`src/rtl/imem_loader_if.sv`:
```
// Boot-loader bundle: the byte-stream handshake in, the instruction-memory write port out,
// and the core reset and status flags. The loader uses the slave view; the stream host uses master.
interface imem_loader_if;
    logic        in_valid;
    logic [7:0]  in_data;
    logic        in_ready;
    logic        im_we;
    logic [31:0] im_addr;
    logic [31:0] im_wdata;
    logic        cpu_rst;
    logic        load_done;
    logic        load_err;

    modport master (
        output in_valid, in_data,
        input  in_ready, im_we, im_addr, im_wdata, cpu_rst, load_done, load_err
    );

    modport slave (
        input  in_valid, in_data,
        output in_ready, im_we, im_addr, im_wdata, cpu_rst, load_done, load_err
    );
endinterface

```
`src/rtl/imem_loader.sv`:
```
// Boot-time instruction loader: parses a length-prefixed, XOR-checksummed byte stream into
// big-endian words, writes them from TEXT_BASE upward, and releases the core only on a good image.
module imem_loader #(
    parameter logic [31:0] TEXT_BASE  = 32'h0000_3000,
    parameter int          IMEM_DEPTH = 1024
) (
    input  logic         clk,
    input  logic         rst,
    imem_loader_if.slave bus
);
    localparam logic [31:0] DEPTH_W = 32'(IMEM_DEPTH);

    typedef enum logic [2:0] {
        S_HDR0 = 3'd0,
        S_HDR1 = 3'd1,
        S_LOAD = 3'd2,
        S_CSUM = 3'd3,
        S_DONE = 3'd4,
        S_ERR  = 3'd5
    } state_t;

    state_t      state_r;
    state_t      state_nxt_s;
    logic [7:0]  n_hi_r;
    logic [15:0] n_r;
    logic [15:0] word_cnt_r;
    logic [1:0]  byte_cnt_r;
    logic [23:0] asm_r;
    logic [7:0]  csum_r;
    logic        im_we_r;
    logic [31:0] im_addr_r;
    logic [31:0] im_wdata_r;
    logic        cpu_rst_r;
    logic        load_done_r;
    logic        load_err_r;
    logic        in_ready_s;
    logic        accept_s;
    logic [15:0] n_s;
    logic        word_end_s;
    logic        last_word_s;

    function automatic logic [7:0] csum_update(input logic [7:0] acc, input logic [7:0] b);
        return acc ^ b;
    endfunction

    function automatic logic [31:0] word_addr(input logic [15:0] k);
        return TEXT_BASE + {14'd0, k, 2'b00};
    endfunction

    // Next-state decode and the ready/accept strobes derived from the current state.
    always_comb begin
        n_s         = {n_hi_r, bus.in_data};
        word_end_s  = (byte_cnt_r == 2'd3);
        last_word_s = (word_cnt_r == (n_r - 16'd1));
        in_ready_s  = 1'b0;
        state_nxt_s = state_r;
        case (state_r)
            S_HDR0, S_HDR1, S_LOAD, S_CSUM: in_ready_s = 1'b1;
            default:                        in_ready_s = 1'b0;
        endcase
        accept_s = bus.in_valid & in_ready_s;
        case (state_r)
            S_HDR0: begin
                if (accept_s) state_nxt_s = S_HDR1;
                else          state_nxt_s = S_HDR0;
            end
            S_HDR1: begin
                if (accept_s) begin
                    if ({16'd0, n_s} > DEPTH_W) state_nxt_s = S_ERR;
                    else if (n_s == 16'd0)      state_nxt_s = S_CSUM;
                    else                        state_nxt_s = S_LOAD;
                end else begin
                    state_nxt_s = S_HDR1;
                end
            end
            S_LOAD: begin
                if (accept_s && word_end_s && last_word_s) state_nxt_s = S_CSUM;
                else                                       state_nxt_s = S_LOAD;
            end
            S_CSUM: begin
                if (accept_s) begin
                    if (bus.in_data == csum_r) state_nxt_s = S_DONE;
                    else                       state_nxt_s = S_ERR;
                end else begin
                    state_nxt_s = S_CSUM;
                end
            end
            S_DONE:  state_nxt_s = S_DONE;
            S_ERR:   state_nxt_s = S_ERR;
            // Unused encodings fall to ERR so the core stays held in reset.
            default: state_nxt_s = S_ERR;
        endcase
    end

    // State register.
    always_ff @(posedge clk) begin
        if (!rst) state_r <= S_HDR0;
        else      state_r <= state_nxt_s;
    end

    // Header latch, word assembly, checksum, write port and registered status flags.
    always_ff @(posedge clk) begin
        if (!rst) begin
            n_hi_r      <= 8'd0;
            n_r         <= 16'd0;
            word_cnt_r  <= 16'd0;
            byte_cnt_r  <= 2'd0;
            asm_r       <= 24'd0;
            csum_r      <= 8'd0;
            im_we_r     <= 1'b0;
            im_addr_r   <= TEXT_BASE;
            im_wdata_r  <= 32'd0;
            cpu_rst_r   <= 1'b1;
            load_done_r <= 1'b0;
            load_err_r  <= 1'b0;
        end else begin
            im_we_r     <= 1'b0;
            // Flags follow the next state so they change exactly one cycle after the deciding byte.
            cpu_rst_r   <= (state_nxt_s != S_DONE);
            load_done_r <= (state_nxt_s == S_DONE);
            load_err_r  <= (state_nxt_s == S_ERR);
            if (accept_s) begin
                case (state_r)
                    S_HDR0: n_hi_r <= bus.in_data;
                    S_HDR1: n_r    <= n_s;
                    S_LOAD: begin
                        csum_r     <= csum_update(csum_r, bus.in_data);
                        asm_r      <= {asm_r[15:0], bus.in_data};
                        byte_cnt_r <= byte_cnt_r + 2'd1;
                        if (word_end_s) begin
                            im_we_r    <= 1'b1;
                            im_wdata_r <= {asm_r, bus.in_data};
                            im_addr_r  <= word_addr(word_cnt_r);
                            word_cnt_r <= word_cnt_r + 16'd1;
                        end else begin
                            im_we_r    <= 1'b0;
                        end
                    end
                    default: im_we_r <= 1'b0;
                endcase
            end else begin
                im_we_r <= 1'b0;
            end
        end
    end

    assign bus.in_ready  = in_ready_s;
    assign bus.im_we     = im_we_r;
    assign bus.im_addr   = im_addr_r;
    assign bus.im_wdata  = im_wdata_r;
    assign bus.cpu_rst   = cpu_rst_r;
    assign bus.load_done = load_done_r;
    assign bus.load_err  = load_err_r;
endmodule

```
`src/flat_wrapper.sv`:
```
// flat-port wrapper written by rule: the top's interface ports become plain ports
module imem_loader_flat 
#(
    parameter logic [31:0] TEXT_BASE  = 32'h0000_3000,
    parameter int          IMEM_DEPTH = 1024
)
  (clk, rst, bus_in_valid, bus_in_data, bus_in_ready, bus_im_we, bus_im_addr, bus_im_wdata, bus_cpu_rst, bus_load_done, bus_load_err);
  imem_loader_if bus_i ();
  input  logic clk;
  input  logic rst;
  input wire logic [$bits(bus_i.in_valid)-1:0] bus_in_valid;
  input wire logic [$bits(bus_i.in_data)-1:0] bus_in_data;
  output wire logic [$bits(bus_i.in_ready)-1:0] bus_in_ready;
  output wire logic [$bits(bus_i.im_we)-1:0] bus_im_we;
  output wire logic [$bits(bus_i.im_addr)-1:0] bus_im_addr;
  output wire logic [$bits(bus_i.im_wdata)-1:0] bus_im_wdata;
  output wire logic [$bits(bus_i.cpu_rst)-1:0] bus_cpu_rst;
  output wire logic [$bits(bus_i.load_done)-1:0] bus_load_done;
  output wire logic [$bits(bus_i.load_err)-1:0] bus_load_err;
  assign bus_i.in_valid = bus_in_valid;
  assign bus_i.in_data = bus_in_data;
  assign bus_in_ready = bus_i.in_ready;
  assign bus_im_we = bus_i.im_we;
  assign bus_im_addr = bus_i.im_addr;
  assign bus_im_wdata = bus_i.im_wdata;
  assign bus_cpu_rst = bus_i.cpu_rst;
  assign bus_load_done = bus_i.load_done;
  assign bus_load_err = bus_i.load_err;
  imem_loader #(.TEXT_BASE(TEXT_BASE), .IMEM_DEPTH(IMEM_DEPTH)) u_core (.clk(clk), .rst(rst), .bus(bus_i));
endmodule
```
`config.mk`:
```
export PLATFORM = sky130hd
export DESIGN_NAME = imem_loader_flat
export DESIGN_NICKNAME = d
export VERILOG_FILES = /design/src/rtl/imem_loader_if.sv /design/src/rtl/imem_loader.sv /design/src/flat_wrapper.sv
export SDC_FILE = /design/constraint.sdc
export NUM_CORES = 1
export LEC_CHECK = 0
export ABC_AREA = 1
export BUFFER_PORTS_ARGS = -buffer_cell sky130_fd_sc_hd__buf_2
export CORE_UTILIZATION = 50
export CTS_CLUSTER_SIZE = 20
export DETAILED_ROUTE_END_ITERATION = 10
export PLACE_DENSITY = 0.71
export REMOVE_ABC_BUFFERS = 1
export SETUP_SLACK_MARGIN = 0.3
export SLEW_MARGIN = 5
export SYNTH_ARGS = -nofsm -noshare
export SYNTH_HDL_FRONTEND = slang
export SYNTH_SLANG_ARGS = --single-unit
export TNS_END_PERCENT = 10
```
`constraint.sdc`:
```
create_clock -name clk -period 5.02 [get_ports clk]
set_clock_uncertainty 0.15 [all_clocks]
set_input_delay 0.502 -clock clk [delete_from_list [all_inputs] [get_ports clk]]
set_output_delay 0.502 -clock clk [all_outputs]
set_load 0.05 [all_outputs]
```
==> flow_summary_export.csv <==
group,metric,value,unit
floorplan,ios,80,
floorplan,initial_core_util,51.6,%
synthesis,yosys.area_share.xor_xnor,4.66,%
synthesis,avgSynthCellArea,7.48,sq um
place,place_congestion,0.832,
drt,drc,0,
synthesis,synth_edf_count,0,
synthesis,async_flop_share,0,%
drt,wl_met2,6100,microns
run_status,status,"complete, no violations",
clock_tree,cts.sinks,130,
synthesis,synth_top_area_share,46.1,%
floorplan,coreArea,0.0109,sq mm
place,place_area,0.00594,sq mm
synthesis,yosys_warnings,0,
drt,wl_met3,584,microns
power_and_ir_drop,p_leak,3.01,nW
cells_and_area,diodes,0,
sta,slew_headroom,29.2,%
drt,top_layer_used,"met4",
place,dp_hpwl,8700,microns
synthesis,yosysMostFrequentCell,"dfxtp_1",
setup_path,crit_type,"flop to flop",
drt,firstDrtPassIters,7,
cells_and_area,multi_input_area,0.00256,sq mm
power_and_ir_drop,power.density,418,mW/mm^2
clock_tree,post_cts_buffers,0,
sta,worstMarginPinSlew,1060,ps
drt,ant_nets,0,
setup_path,crit_chain,"inv_2, nor2_4, nand3_4, inv_2, nand2_4, nor2_2, nand2_1, nor2_1, nand3_1, o21ai_0, a21oi_1",
sta,finalCritPeriodShare,61.3,%
setup_path,cp-start-kind,"flop",
setup_path,cp_top_family,"simple AND/OR/NAND/NOR gates",
cells_and_area,seq_area,0.00260,sq mm
drt,wl_met1,5960,microns
synthesis,synthAdderAreaFrac,1.11,%
cells_and_area,design_area,0.00657,sq mm
synthesis,synth-seq-cells,130,
clock_tree,cts_tree,"done",
clock_tree,post_cts_resized,0,
flow_run,cap_violations,0,
clock_tree,cts_max_level,4,
drt,viasPerCell,5.16,
global_routing,overflow,0,
setup_path,worst_path_max_delay_cell,"inv_2",
sta,tns,0,ps
synthesis,ys_seq_area_share,46.1,%
clock_tree,clock_path_buffers,2,
setup_path,critPathMostFrequentCell,"inv_2",
sta,drv_slew,0,
global_routing,grt_pass1_vias,4426,
power_and_ir_drop,irDropWorstVdd,0.215,mV
synthesis,synth-compound-area-share,17.0,%
clock_tree,clock_latency,410,ps
floorplan,die_h,108,microns
sta,hold_viol_final,0,
synthesis,yosysTopAreaCell,"dfxtp_1",
sta,rsz0062_at_grt,"no",
clock_tree,clockRootBuffer,"clkbuf_16",
synthesis,synth_commonest_cells,"130 x dfxtp_1, 104 x o21ai_0, 102 x nand2_1",
drt,avgRoutedWirePerCell,13.4,microns
sta,period_minus_slack,3080,ps
setup_path,critical_path_arrival,3230,ps
setup_path,critPathMaxStageDelay,580,ps
min_path,hold_path.class,"input port to flop",
clock_tree,cts_made_buffers,17,
synthesis,muxShareOfSynthArea,0,%
synthesis,synth_cell_types,31,
floorplan,fp-row-count,38,
synthesis,synth-simple-area-share,21.7,%
cells_and_area,drive_gt1_share,13.8,%
sta,layout_setup_ws,1940,ps
synthesis,synthTopCellsByArea,"dfxtp_1 46%, o21ai_0 9.2%, nand2_1 6.8%",
synthesis,synth_ff_type,"dfxtp_1",
floorplan,die_area,0.0117,sq mm
setup_path,cp_max_fo,48,
global_routing,grt_pass1_wl,21100,microns
setup_path,worst-path-buf-inv,2,
drt,drt-initial-drc-count,207,
drt,vias,4931,
global_routing,antenna_found_initial,0,
place,dp_slack,1850,ps
synthesis,synth_top_family_by_area,"simple AND/OR/NAND/NOR gates",
global_routing,grt.total_usage,23.1,%
sta,finalSetupViolCount,0,
sta,timing.hold.ws,296,ps
global_routing,grt_max_degree,107,
clock_tree,clk_pin_slew,60,ps
place,numPortBuffers,64,
drt,drt-total-wl,12800,microns
cells_and_area,nFillCells,1015,
floorplan,fp.dieW,108,microns
cells_and_area,syn2layout_area_growth,16.4,%
synthesis,synth_area,0.00564,sq mm
clock_tree,cts_hold_buf,0,
setup_path,end_kind,"flop",
setup_path,worstPathRequired,5170,ps
sta,max_freq,325,MHz
cells_and_area,fin_nets,819,
synthesis,syn_inst,755,
[power by group]
group	internal [mW]	switching (mW)	total, mW
clock	0.817	0.480	1.30
sequential	1.07	0.0282	1.10
combinational	0.110	0.245	0.355
[flip-flops by register name (all words and copies together), names as in the netlist]
name / flops
u_core.bus.im_wdata: 32
u_core.bus.cpu_rst: 1
u_core.byte_cnt_r: 2
u_core.n_hi_r: 8
u_core.bus.load_done: 1
u_core.csum_r: 8
u_core.bus.im_we: 1
u_core.state_r: 3
u_core.bus.im_addr: 17
u_core.word_cnt_r: 16
u_core.asm_r: 24
u_core.bus.load_err: 1
u_core.n_r: 16
[cell usage in the layout, fill, tap and decap left out, drive strengths merged]
master    count
o21a          1
inv          77
nand4         7
o21ai       105
nor4          1
buf          66
nor3         10
clkbuf       19
xnor2         6
nand3b        1
bufinv        3
and2          2
a21oi        76
nand2       104
o21bai        1
ha            5
nand3        46
a31oi         1
clkinvlp      3
clkinv        2
a211oi        4
conb         15
dfxtp       130
nor2        107
xor2         24
[stage by stage]
step | instances | utilization (%) | power (mW)
2_1_floorplan | 718 | - | 1.39
3_3_place_gp | 924 | 54.4 | 1.46
3_5_place_dp | 924 | 54.4 | 1.47
4_1_cts | 956 | 60.1 | 2.76
5_1_grt | 956 | 60.1 | 2.86
6_report | 956 | 60.1 | 2.75
[worst register-to-register path, delay by kind of cell, from the launching register on]
family,cells,cell delay [ps]
compound gates,2,210
buf+inv,2,670
flops,1,370
simple gates,7,1560
[layout make-up]
class	count	area share, %
flip-flops and latches	130	39.6
well taps	140	2.67
repair buffers	66	5.10
inverters	72	4.11
clock inverters	13	2.63
multi-input cells	516	39.0
clock buffers	19	6.89
[path summary, 6_finish.rpt]
kind	start	endpoint	slack, ps	cells after the start
min reg2reg	u_core.bus.im_addr[12]	u_core.bus.im_addr[12]	310	2
min	bus_in_data[7]	u_core.n_r[7]	300	3
max reg2reg	u_core.state_r[1]	u_core.word_cnt_r[10]	1940	11
max	u_core.state_r[1]	u_core.word_cnt_r[10]	1940	11
[logic make-up (layout without fill, tap and decap cells)]
logic type	Yosys count	count (layout)
other	1	15
and+or+nand+nor	278	278
buffers and inverters	123	170
adders and majority gates	5	5
AOI/OAI and AO/OA	188	188
DFF	130	130
xor gates and xnor gates	30	30
[routing by layer]
metal	GRT usage (%)	vias up
met4	7.93	0
met3	5.97	18
met2	37.5	122
met5	0	-
li1	-	2520
met1	29.8	2271
Power figures use the tool's default switching activity.
